**src/rtl/angle_pkg.sv**
```systemverilog
// ---------------------------------------------------------------------------
// angle_pkg
// Shared types and constants for the encoder angle tracker.
//   tracker_state_t : FSM states of the conversion/handshake sequencer
//   step_dir_t      : classification of one {A,B} sample-to-sample transition
//   gray_step()     : decodes a previous/current {A,B} pair into a step_dir_t
// ---------------------------------------------------------------------------
package angle_pkg;

    localparam int DEG_PER_REV = 360;
    localparam int ANGLE_W     = 12;

    typedef enum logic [2:0] {
        IDLE,
        LOAD,
        DIV,
        CMP,
        SEND
    } tracker_state_t;

    typedef enum logic [1:0] {
        STEP_NONE,
        STEP_UP,
        STEP_DN,
        STEP_ILLEGAL
    } step_dir_t;

    // Forward Gray order of {A,B} is 00 -> 01 -> 11 -> 10 -> 00.
    // A change of both bits in one sample has no defined direction.
    function automatic step_dir_t gray_step(input logic [1:0] prev_ab,
                                           input logic [1:0] curr_ab);
        step_dir_t dir;
        dir = STEP_ILLEGAL;
        if (prev_ab == curr_ab) begin
            dir = STEP_NONE;
        end else begin
            case ({prev_ab, curr_ab})
                4'b00_01, 4'b01_11, 4'b11_10, 4'b10_00: dir = STEP_UP;
                4'b00_10, 4'b10_11, 4'b11_01, 4'b01_00: dir = STEP_DN;
                default:                                dir = STEP_ILLEGAL;
            endcase
        end
        return dir;
    endfunction

endpackage

```
**src/rtl/quad_step_decoder.sv**
```systemverilog
// ---------------------------------------------------------------------------
// quad_step_decoder
// Brings the asynchronous encoder channels into the clk domain, optionally
// debounces them, and decodes each sample-to-sample change into a step.
// Optional feature macro: ENC_GLITCH_FILTER_EN (per-channel stability filter
// of FILTER_CYCLES consecutive equal samples).
// Ports:
//   clk, reset        : clock, asynchronous active-high reset
//   enc_a, enc_b      : raw encoder channels (asynchronous)
//   step_up, step_dn  : one-cycle pulses, one per legal Gray step
//   illegal           : one-cycle pulse when both channels change at once
// ---------------------------------------------------------------------------
module quad_step_decoder
    import angle_pkg::*;
#(
    parameter int FILTER_CYCLES = 4
) (
    input  logic clk,
    input  logic reset,
    input  logic enc_a,
    input  logic enc_b,
    output logic step_up,
    output logic step_dn,
    output logic illegal
);

    // Bit 1 carries channel A, bit 0 channel B throughout.
    logic [1:0] sync1_q;
    logic [1:0] sync2_q;
    logic [1:0] clean_ab;
    logic [1:0] prev_q;
    step_dir_t  dir;

    // NOTE: sequential state uses non-blocking assignments so every flop samples pre-edge values.
    always_ff @(posedge clk or posedge reset) begin
        if (reset) begin
            sync1_q <= '0;
            sync2_q <= '0;
        end else begin
            sync1_q <= {enc_a, enc_b};
            sync2_q <= sync1_q;
        end
    end

`ifdef ENC_GLITCH_FILTER_EN
    localparam int FCW = $clog2(FILTER_CYCLES + 1);

    logic [1:0]          filt_q, filt_d;
    logic [1:0][FCW-1:0] stab_q, stab_d;

    // A channel's filtered value follows the synced value only once the
    // new value has been seen on FILTER_CYCLES consecutive samples; any
    // return to the old value restarts the count.
    always_comb begin
        filt_d = filt_q;
        stab_d = '0;
        for (int i = 0; i < 2; i++) begin
            if (sync2_q[i] != filt_q[i]) begin
                if (stab_q[i] == FCW'(FILTER_CYCLES - 1)) begin
                    filt_d[i] = sync2_q[i];
                end else begin
                    stab_d[i] = stab_q[i] + 1'b1;
                end
            end
        end
    end

    always_ff @(posedge clk or posedge reset) begin
        if (reset) begin
            filt_q <= '0;
            stab_q <= '0;
        end else begin
            filt_q <= filt_d;
            stab_q <= stab_d;
        end
    end

    assign clean_ab = filt_q;
`else
    assign clean_ab = sync2_q;
`endif

    always_ff @(posedge clk or posedge reset) begin
        if (reset) begin
            prev_q <= '0;
        end else begin
            prev_q <= clean_ab;
        end
    end

    // prev_q always follows clean_ab, so each change yields exactly one pulse.
    assign dir     = gray_step(prev_q, clean_ab);
    assign step_up = (dir == STEP_UP);
    assign step_dn = (dir == STEP_DN);
    assign illegal = (dir == STEP_ILLEGAL);

endmodule

```
**src/rtl/encoder_angle_tracker.sv**
```systemverilog
// ---------------------------------------------------------------------------
// encoder_angle_tracker
// Tracks a quadrature encoder position, converts it to whole degrees with a
// restoring divider, and hands each changed angle to the LCD controller.
// Optional feature macro: ENC_GLITCH_FILTER_EN (input glitch filter).
// Ports:
//   clk, reset  : clock, asynchronous active-high reset
//   enc_a/enc_b : raw quadrature channels (asynchronous)
//   zero_req    : synchronous pulse, forces the position count to 0
//   disp_busy   : display busy; a transfer happens when write && !disp_busy
//   angle       : degrees 0..359, held stable while write is high
//   write       : angle valid, held until accepted
//   quad_err    : sticky illegal-transition flag, cleared only by reset
// ---------------------------------------------------------------------------
module encoder_angle_tracker
    import angle_pkg::*;
#(
    parameter int COUNTS_PER_REV = 2048,
    parameter int FILTER_CYCLES  = 4
) (
    input  logic               clk,
    input  logic               reset,
    input  logic               enc_a,
    input  logic               enc_b,
    input  logic               zero_req,
    input  logic               disp_busy,
    output logic [ANGLE_W-1:0] angle,
    output logic               write,
    output logic               quad_err
);

    localparam int CW  = $clog2(COUNTS_PER_REV);
    localparam int PW  = CW + 9;               // count * 360 fits here
    localparam int RW  = CW + 1;               // partial remainder width
    localparam int BCW = $clog2(PW);

    localparam logic [CW-1:0] CNT_MAX = CW'(COUNTS_PER_REV - 1);
    localparam logic [RW:0]   DIVISOR = (RW + 1)'(COUNTS_PER_REV);

    logic step_up, step_dn, illegal;

    quad_step_decoder #(
        .FILTER_CYCLES (FILTER_CYCLES)
    ) u_decoder (
        .clk     (clk),
        .reset   (reset),
        .enc_a   (enc_a),
        .enc_b   (enc_b),
        .step_up (step_up),
        .step_dn (step_dn),
        .illegal (illegal)
    );

    tracker_state_t     state_q,     state_d;
    logic [CW-1:0]      count_q,     count_d;
    logic               pending_q,   pending_d;
    logic               quad_err_q,  quad_err_d;
    logic [PW-1:0]      dvd_q,       dvd_d;       // dividend in, quotient out
    logic [RW-1:0]      rem_q,       rem_d;
    logic [BCW-1:0]     bit_q,       bit_d;
    logic [ANGLE_W-1:0] angle_q,     angle_d;
    logic [ANGLE_W-1:0] last_sent_q, last_sent_d;
    logic [RW:0]        rem_shift;

    // Position counter. It runs independently of the FSM so no step is ever
    // lost while a conversion or a stalled transfer is in progress.
    // NOTE: every always_comb output gets a default first so no latch is inferred.
    always_comb begin
        count_d    = count_q;
        pending_d  = pending_q;
        quad_err_d = quad_err_q | illegal;
        if (zero_req) begin
            count_d   = '0;
            pending_d = 1'b1;
        end else if (step_up) begin
            count_d   = (count_q == CNT_MAX) ? '0 : count_q + 1'b1;
            pending_d = 1'b1;
        end else if (step_dn) begin
            count_d   = (count_q == '0) ? CNT_MAX : count_q - 1'b1;
            pending_d = 1'b1;
        end else if (state_q == LOAD) begin
            // A step landing in the LOAD cycle keeps pending set, forcing
            // a recompute after this conversion.
            pending_d = 1'b0;
        end
    end

    // One restoring-division iteration: shift in the next dividend bit and
    // subtract the divisor when it fits.
    assign rem_shift = {rem_q, dvd_q[PW-1]};

    always_comb begin
        state_d     = state_q;
        dvd_d       = dvd_q;
        rem_d       = rem_q;
        bit_d       = bit_q;
        angle_d     = angle_q;
        last_sent_d = last_sent_q;
        case (state_q)
            IDLE: begin
                if (pending_q) state_d = LOAD;
            end
            LOAD: begin
                dvd_d   = PW'(count_q) * PW'(DEG_PER_REV);
                rem_d   = '0;
                bit_d   = '0;
                state_d = DIV;
            end
            DIV: begin
                if (rem_shift >= DIVISOR) begin
                    rem_d = RW'(rem_shift - DIVISOR);
                    dvd_d = {dvd_q[PW-2:0], 1'b1};
                end else begin
                    rem_d = RW'(rem_shift);
                    dvd_d = {dvd_q[PW-2:0], 1'b0};
                end
                if (bit_q == BCW'(PW - 1)) begin
                    state_d = CMP;
                end else begin
                    bit_d = bit_q + 1'b1;
                end
            end
            CMP: begin
                // Quotient is below 360, so the low ANGLE_W bits hold it all.
                if (dvd_q[ANGLE_W-1:0] == last_sent_q) begin
                    state_d = IDLE;
                end else begin
                    angle_d = dvd_q[ANGLE_W-1:0];
                    state_d = SEND;
                end
            end
            SEND: begin
                if (!disp_busy) begin
                    last_sent_d = angle_q;
                    state_d     = IDLE;
                end
            end
            default: state_d = IDLE;
        endcase
    end

    always_ff @(posedge clk or posedge reset) begin
        if (reset) begin
            state_q     <= IDLE;
            count_q     <= '0;
            pending_q   <= 1'b0;
            quad_err_q  <= 1'b0;
            dvd_q       <= '0;
            rem_q       <= '0;
            bit_q       <= '0;
            angle_q     <= '0;
            last_sent_q <= '0;
        end else begin
            state_q     <= state_d;
            count_q     <= count_d;
            pending_q   <= pending_d;
            quad_err_q  <= quad_err_d;
            dvd_q       <= dvd_d;
            rem_q       <= rem_d;
            bit_q       <= bit_d;
            angle_q     <= angle_d;
            last_sent_q <= last_sent_d;
        end
    end

    assign angle    = angle_q;
    assign write    = (state_q == SEND);
    assign quad_err = quad_err_q;

endmodule
```
**config.mk**
```make
export PLATFORM = sky130hd
export DESIGN_NAME = encoder_angle_tracker
export DESIGN_NICKNAME = d
export VERILOG_FILES = /design/src/rtl/angle_pkg.sv /design/src/rtl/quad_step_decoder.sv /design/src/rtl/encoder_angle_tracker.sv
export SDC_FILE = /design/constraint.sdc
export NUM_CORES = 1
export LEC_CHECK = 0
export ABC_AREA = 0
export CAP_MARGIN = 40
export CORE_MARGIN = 1
export CORE_UTILIZATION = 60
export DETAILED_ROUTE_END_ITERATION = 8
export PLACE_DENSITY = 0.86
export SLEW_MARGIN = 20
export SYNTH_ARGS = -nofsm -noshare
export SYNTH_HDL_FRONTEND = slang
export SYNTH_SLANG_ARGS = --single-unit
```
**constraint.sdc**
```tcl
create_clock -name clk -period 9.9 [get_ports clk]
set_input_delay 1.98 -clock clk [delete_from_list [all_inputs] [get_ports clk]]
set_output_delay 1.98 -clock clk [all_outputs]
set_load 0.02 [all_outputs]
```
# Word-level counts from Yosys, hierarchy flattened
# Memory sizes are Yosys's and may differ from the RTL's.
# Cells that the tools add are included.
[classes]
n_addsub = 4
mul = 1
n_div = 0
magnitude_cmp = 1
n_eq_ne = 15
shifts = 0
muxes = 21
n_bitwise = 3
n_reduce_logical = 9
[ops]
columns = ["operator", "n"]
rows = [
  ["$mux 11", 5],
  ["$pmux 20 s2", 1],
  ["$pmux 12 s2", 1],
  ["$mul 11x6->17 const B", 1],
  ["$pmux 3 s5", 1],
  ["$ge 13x12->1 const B", 1],
  ["$eq 12x12->1", 1],
  ["$mux 12", 1],
  ["$mux 3", 4],
  ["$sub 12x12->12 const B", 1],
  ["$add 11x1->11 const B", 1],
  ["$eq 11x11->1 const B", 1],
  ["$logic_not 11->1", 1],
  ["$sub 11x1->11 const B", 1],
  ["$pmux 5 s2", 1],
  ["$ne 2x2->1 const B", 4],
  ["$eq 3x2->1 const B", 2],
  ["$reduce_and 2->1", 3],
  ["$add 5x1->5 const B", 1],
  ["$eq 5x5->1 const B", 1],
  ["$mux 1", 5],
  ["$mux 5", 1],
  ["$eq 2x2->1 const B", 2],
  ["$reduce_bool 4->1", 1],
  ["11 further kinds", 12],
]
[totals]
reg_bits = 83
latchBits = 0
mem_bits_rw = 0
rom_bits = 32
in_bits = 6
output_inout_bits = 14
wordCells = 67
memories = 1
[memory_table]
columns = ["name", "words", "word_bits", "rd", "rd_ports_with_merged_regs", "wr", "line_no", "source"]
rows = [
  ["(name not given)", 16, 2, 1, 0, 0, "angle_pkg.sv:37", "case ({prev_ab, curr_ab})"],
]

# Logic depth before layout (Yosys ltp)
[logic_depth]
ltp_word = 6
depth_mapped = 13
mapped_depth_nobuf = 13

# Modules after synthesis
# A second synthesis with hierarchy kept.
[hier_totals]
cells_unflattened = 477
area_unflattened_um2 = 4951.0
[by_module_without_submodules]
columns = ["mod", "instances", "cells_per_inst", "area_per_inst_um2"]
rows = [
  ["encoder_angle_tracker", 1, 463, 4748.3],
  ["quad_step_decoder", 1, 14, 202.7],
]

# Least setup slack after synthesis
# No wires, ideal clock.
[synth_timing]
path_kind = "flip-flop to flip-flop"
start = "reg count_q[9]"
end = "reg dvd_q[17]"
arrival_time_ns = 3.281
setup_slack_ns = 6.553
stages_incl_launch_ff = 13
cell_sequence = "dfrtp_1 -> ha_1 -> fa_1 -> inv_1 -> fa_1 -> inv_1 -> ha_1 -> o211ai_1 -> a21boi_0 -> a21oi_1 -> or4b_1 -> nand3_1 -> a221o_1"
[synth_via]
elab_chain_cells = 2
[synth_rtl]
columns = ["item", "line_no", "source"]
rows = [
  ["start, declared", "encoder_angle_tracker.sv:55", "logic [CW-1:0] count_q, count_d;"],
  ["start signal, assigned", "encoder_angle_tracker.sv:155", "count_q <= count_d;"],
  ["$mul 11x6->17", "encoder_angle_tracker.sv:104", "dvd_d = PW'(count_q) * PW'(DEG_PER_REV);"],
  ["$pmux 20 s2", "encoder_angle_tracker.sv:99", "case (state_q)"],
  ["end signal, assigned", "encoder_angle_tracker.sv:158", "dvd_q <= dvd_d;"],
  ["end, declared", "encoder_angle_tracker.sv:58", "logic [PW-1:0] dvd_q, dvd_d;"],
]
# No other way between the ends.
# A chain may end at the register's enable or synchronous reset.

# Worst setup path in the final report
[layout_timing]
start = "reg state_q[2]"
end = "out write"
[layout_via]
elab_chain_cells = 1
[layout_rtl]
columns = ["item", "line_no", "source"]
rows = [
  ["start, declared", "encoder_angle_tracker.sv:54", "tracker_state_t state_q, state_d;"],
  ["start signal, assigned", "encoder_angle_tracker.sv:154", "state_q <= state_d;"],
  ["$eq 3x3->1", "encoder_angle_tracker.sv:167", "assign write = (state_q == SEND);"],
  ["end, declared", "encoder_angle_tracker.sv:28", "output logic write,"],
]
# No other way between the ends.

==> impl_metrics.csv <==
group,metric,value,unit
hold_path,holdCritStartpoint,"u_decoder.sync1_q[0]",
cts,cts-hold-fix-buffers,0,
setup_path,timing.critical_path.max_delay_family,"buffers and inverters",
sta,slew-limit-headroom,40.92,%
setup_path,worstPathRequired,7.92,ns
run,cap_violations,0,
setup_path,worst-path-buf-inv,1,
routing,top_routing_layer_used,"met4",
routing,route.met2.wl,5.001,mm
cts,clock_latency,0.35,ns
sta,setup-violations-final,0,
cts,numClockSinks,83,
setup_path,endpoint_kind,"output pin",
finish,number_of_inserted_diodes,0,
finish,finished_layout_cell_area,5559,sq um
cts,worst_setup_hold_path_clk_slew,0.09,ns
sta,layout_setup_ws,6.040,ns
placement,place_area,5384,sq um
setup_path,cp_cell_sequence,"nor3b_1 -> clkdlybuf4s50_1",
die,dieHeight,94.11,um
routing,drt-initial-drc-count,123,
synthesis,synth_cell_types,61,
routing,ant_nets,0,
placement,dp_cells,602,
synthesis,synth_async_sr_flop_share,100.0,%
cts,tritoncts,"yes",
die,coreArea,8217,sq um
setup_path,path_max_fanout,6,
hold_path,hp-class,"reg2reg",
cts,cts-buffers-inserted,9,
synthesis,synth_top_flop_cell,"sky130_fd_sc_hd__dfrtp_1",
sta,period_minus_slack,3.860,ns
setup_path,worst_r2r_start,"count_q[2]",
die,initial_utilization,61.95,%
placement,buffer_ports.inserted,19,
power_and_ir_drop,power_leakage,2.677,nW
routing,wl_met1,4.525,mm
setup_path,arrival,1.88,ns
power_and_ir_drop,swShare,43.10,%
synthesis,synth-edff-count,0,
synthesis,ys_seq_elements,83,
setup_path,crit_slowest_cell,"sky130_fd_sc_hd__clkdlybuf4s50_1",
die,boundaryPins,20,
placement,placement.setup.worst_slack,6.100,ns
global_route,globalRoute.totalOverflow,0,
placement,globalplace.congestion,0.8931,
global_route,grt_start_max_net_pins,60,
finish,area_delta_synth_final,9.218,%
cts,number_of_buffers_inserted_by_post_cts_setup_repair,0,
hold_path,holdPathEnd,"u_decoder.clean_ab[0]",
power_and_ir_drop,share_seq_of_total_power,37.2,%
sta,timing_worst_slew_pin_value,0.8809,ns
routing,num_vias,3677,
synthesis,synthesis.area_per_instance,10.32,sq um
power_and_ir_drop,power_report.internal_total,0.8354,mW
die,die_area,8856,sq um
sta,rsz0062_at_grt,"no",
sta,hold_viol,0,
run_status,result_of_the_run,"complete, no violations",
hold_path,hold_path_depth,0,
power_and_ir_drop,netSwitchingPower,0.6327,mW
finish,drive_above_1_share,10.92,%
routing,routed_wirelength,10.18,mm
cts,clock_tree.htree_level_count,3,
power_and_ir_drop,ir_drop_worst_vdd,0.1535,mV
cts,clk_tree_root_cell,"sky130_fd_sc_hd__clkbuf_8",
finish,fill_cells,593,
setup_path,r2r_end,"dvd_q[17]",
sta,setup_tns,0,ns
power_and_ir_drop,power-per-cell-area,264.1,nW/um^2
global_route,via_count_of_the_first_global_routing_pass,3741,
cts,cts-root-to-sink-buffers,2,
global_route,grt_first_pass_wirelength,16.92,mm
setup_path,critical_path.startpoint_type,"flip-flop",
setup_path,rr_worst_depth,13,
finish,instances_no_fill,618,
setup_path,max_stage_delay,0.71,ns
sta,period_share,38.98,%
synthesis,syn_nets,552,
routing,wl_per_cell,16.48,um
setup_path,setup.worst_path.class,"reg2out",
sta,count_of_pins_over_their_slew_limit,0,
synthesis,area_of_the_mapped_netlist,5090,sq um
setup_path,r2r_setup_slack,6.13,ns
global_route,grt_antenna_before_repair,0,
synthesis,post_synth_inst_count,493,
power_and_ir_drop,clockPowerShare,15.2,%
global_route,grt_usage,24.57,%
die,die_w,94.11,um
routing,dr_wl_met3,410,um
die,rows,33,
placement,dp_hpwl,7.551,mm
routing,drt_drc_violations_left,0,
finish,finalNetCount,567,
sta,clock_skew,0.01072,ns
routing,via_per_inst,5.950,
synthesis,synthesis.yosys.warnings,0,
sta,timing.fmax,259.1,MHz
cts,cts_resized,0,
synthesis,sequential_area_share_after_synthesis,40.81,%
routing,detailedRoute.firstPassIterationCount,4,
power_and_ir_drop,combPwrFrac,47.5,%
-- logic make-up (layout without fill, tap and decap cells) --
kind of cell    after synthesis  in the layout  share of synthesized area, %
simple gates                118            118                         12.39
mux                          26             26                         5.801
buf+inv                      70             90                         5.605
xor+xnor                     30             30                         5.162
flops                        83             83                         40.81
fa+ha+maj                    53             53                         14.95
compound gates              113            113                         15.29
-- cell usage after synthesis (all sizes together) (5+ instances only) --
master	instances	area (sq um)
a211oi	5	37.54
a21o	5	37.54
a21oi	17	85.08
a22o	15	131.4
a22oi	12	90.09
a31oi	5	31.28
buf	8	52.55
clkbuf	13	48.80
dfrtp	83	2077
fa	13	260.3
ha	40	500.5
inv	49	183.9
mux2	25	285.3
nand2	34	127.6
nand3	9	45.04
nor2	29	108.9
nor2b	5	31.28
nor3b	6	50.05
nor4	7	65.06
o21ai	29	145.1
xnor2	9	78.83
xor2	21	183.9
-- layout make-up --
class	instances	area [sq um]	area share [%]
clock buffers	10	127.6	2.296
clock inverters	6	47.55	0.8553
inverters	49	185.2	3.331
multi-input cells	340	2735	49.20
flip-flops and latches	83	2077	37.36
well taps	105	131.4	2.363
repair buffers	25	255.2	4.591
-- worst max-delay path by stage --
stage,end,from,cells past startpoint
after floorplan,angle[0],reset,1
after global placement,pending_q,zero_req,5
after detailed placement,pending_q,zero_req,5
after CTS,write,state_q[0],2
after global routing,dvd_q[18],count_q[1],12
final,write,state_q[2],2
-- through the flow --
| stage | util [%] | power, mW | hold WS (ns) |
|---|---|---|---|
| floorplan | - | 1.050 | 0.3312 |
| global placement | 65.10 | 1.202 | 0.3370 |
| detailed placement | 65.52 | 1.242 | 0.3347 |
| CTS | 67.66 | 1.473 | 0.3540 |
| global route | 67.66 | 1.575 | 0.3772 |
| finish | 67.66 | 1.468 | 0.3518 |
-- layer usage --
metal | vias up | GRT usage [%]
met2 | 94 | 41.97
li1 | 1776 | -
met3 | 27 | 4.207
met1 | 1780 | 30.74
met4 | 0 | 10.13
met5 | - | 0
-- sequential cells by signal, summed over array words and instances (netlist names), 2 cells and up --
| signal | count |
|---|---|
| state_q | 3 |
| dvd_q | 20 |
| u_decoder.sync1_q | 2 |
| u_decoder.prev_q | 2 |
| angle | 12 |
| rem_q | 12 |
| count_q | 11 |
| bit_q | 5 |
| u_decoder.clean_ab | 2 |
| last_sent_q | 12 |
-- power groups by stage --
stage / logic [mW] / registers [mW] / clock network (mW)
final: 0.698 / 0.546 / 0.224
after global routing: 0.773 / 0.561 / 0.241
after CTS: 0.700 / 0.545 / 0.227
after detailed placement: 0.692 / 0.551 / 0
after global placement: 0.657 / 0.545 / 0
after floorplan: 0.517 / 0.533 / 0
-- cells in the final DEF, fill, tap and decap left out, types with 9 or more instances in the layout --
cell type / n
sky130_fd_sc_hd__xnor2_1: 9
sky130_fd_sc_hd__dfrtp_1: 83
sky130_fd_sc_hd__a22o_1: 15
sky130_fd_sc_hd__a22oi_1: 12
sky130_fd_sc_hd__ha_1: 40
sky130_fd_sc_hd__nor2_1: 28
sky130_fd_sc_hd__nand3_1: 9
sky130_fd_sc_hd__fa_1: 13
sky130_fd_sc_hd__inv_1: 47
sky130_fd_sc_hd__xor2_1: 21
sky130_fd_sc_hd__mux2_2: 24
sky130_fd_sc_hd__clkdlybuf4s50_1: 19
sky130_fd_sc_hd__nand2_1: 34
sky130_fd_sc_hd__a21oi_1: 17
sky130_fd_sc_hd__clkbuf_8: 9
sky130_fd_sc_hd__o21ai_0: 27
Power figures use the tool's default switching activity.
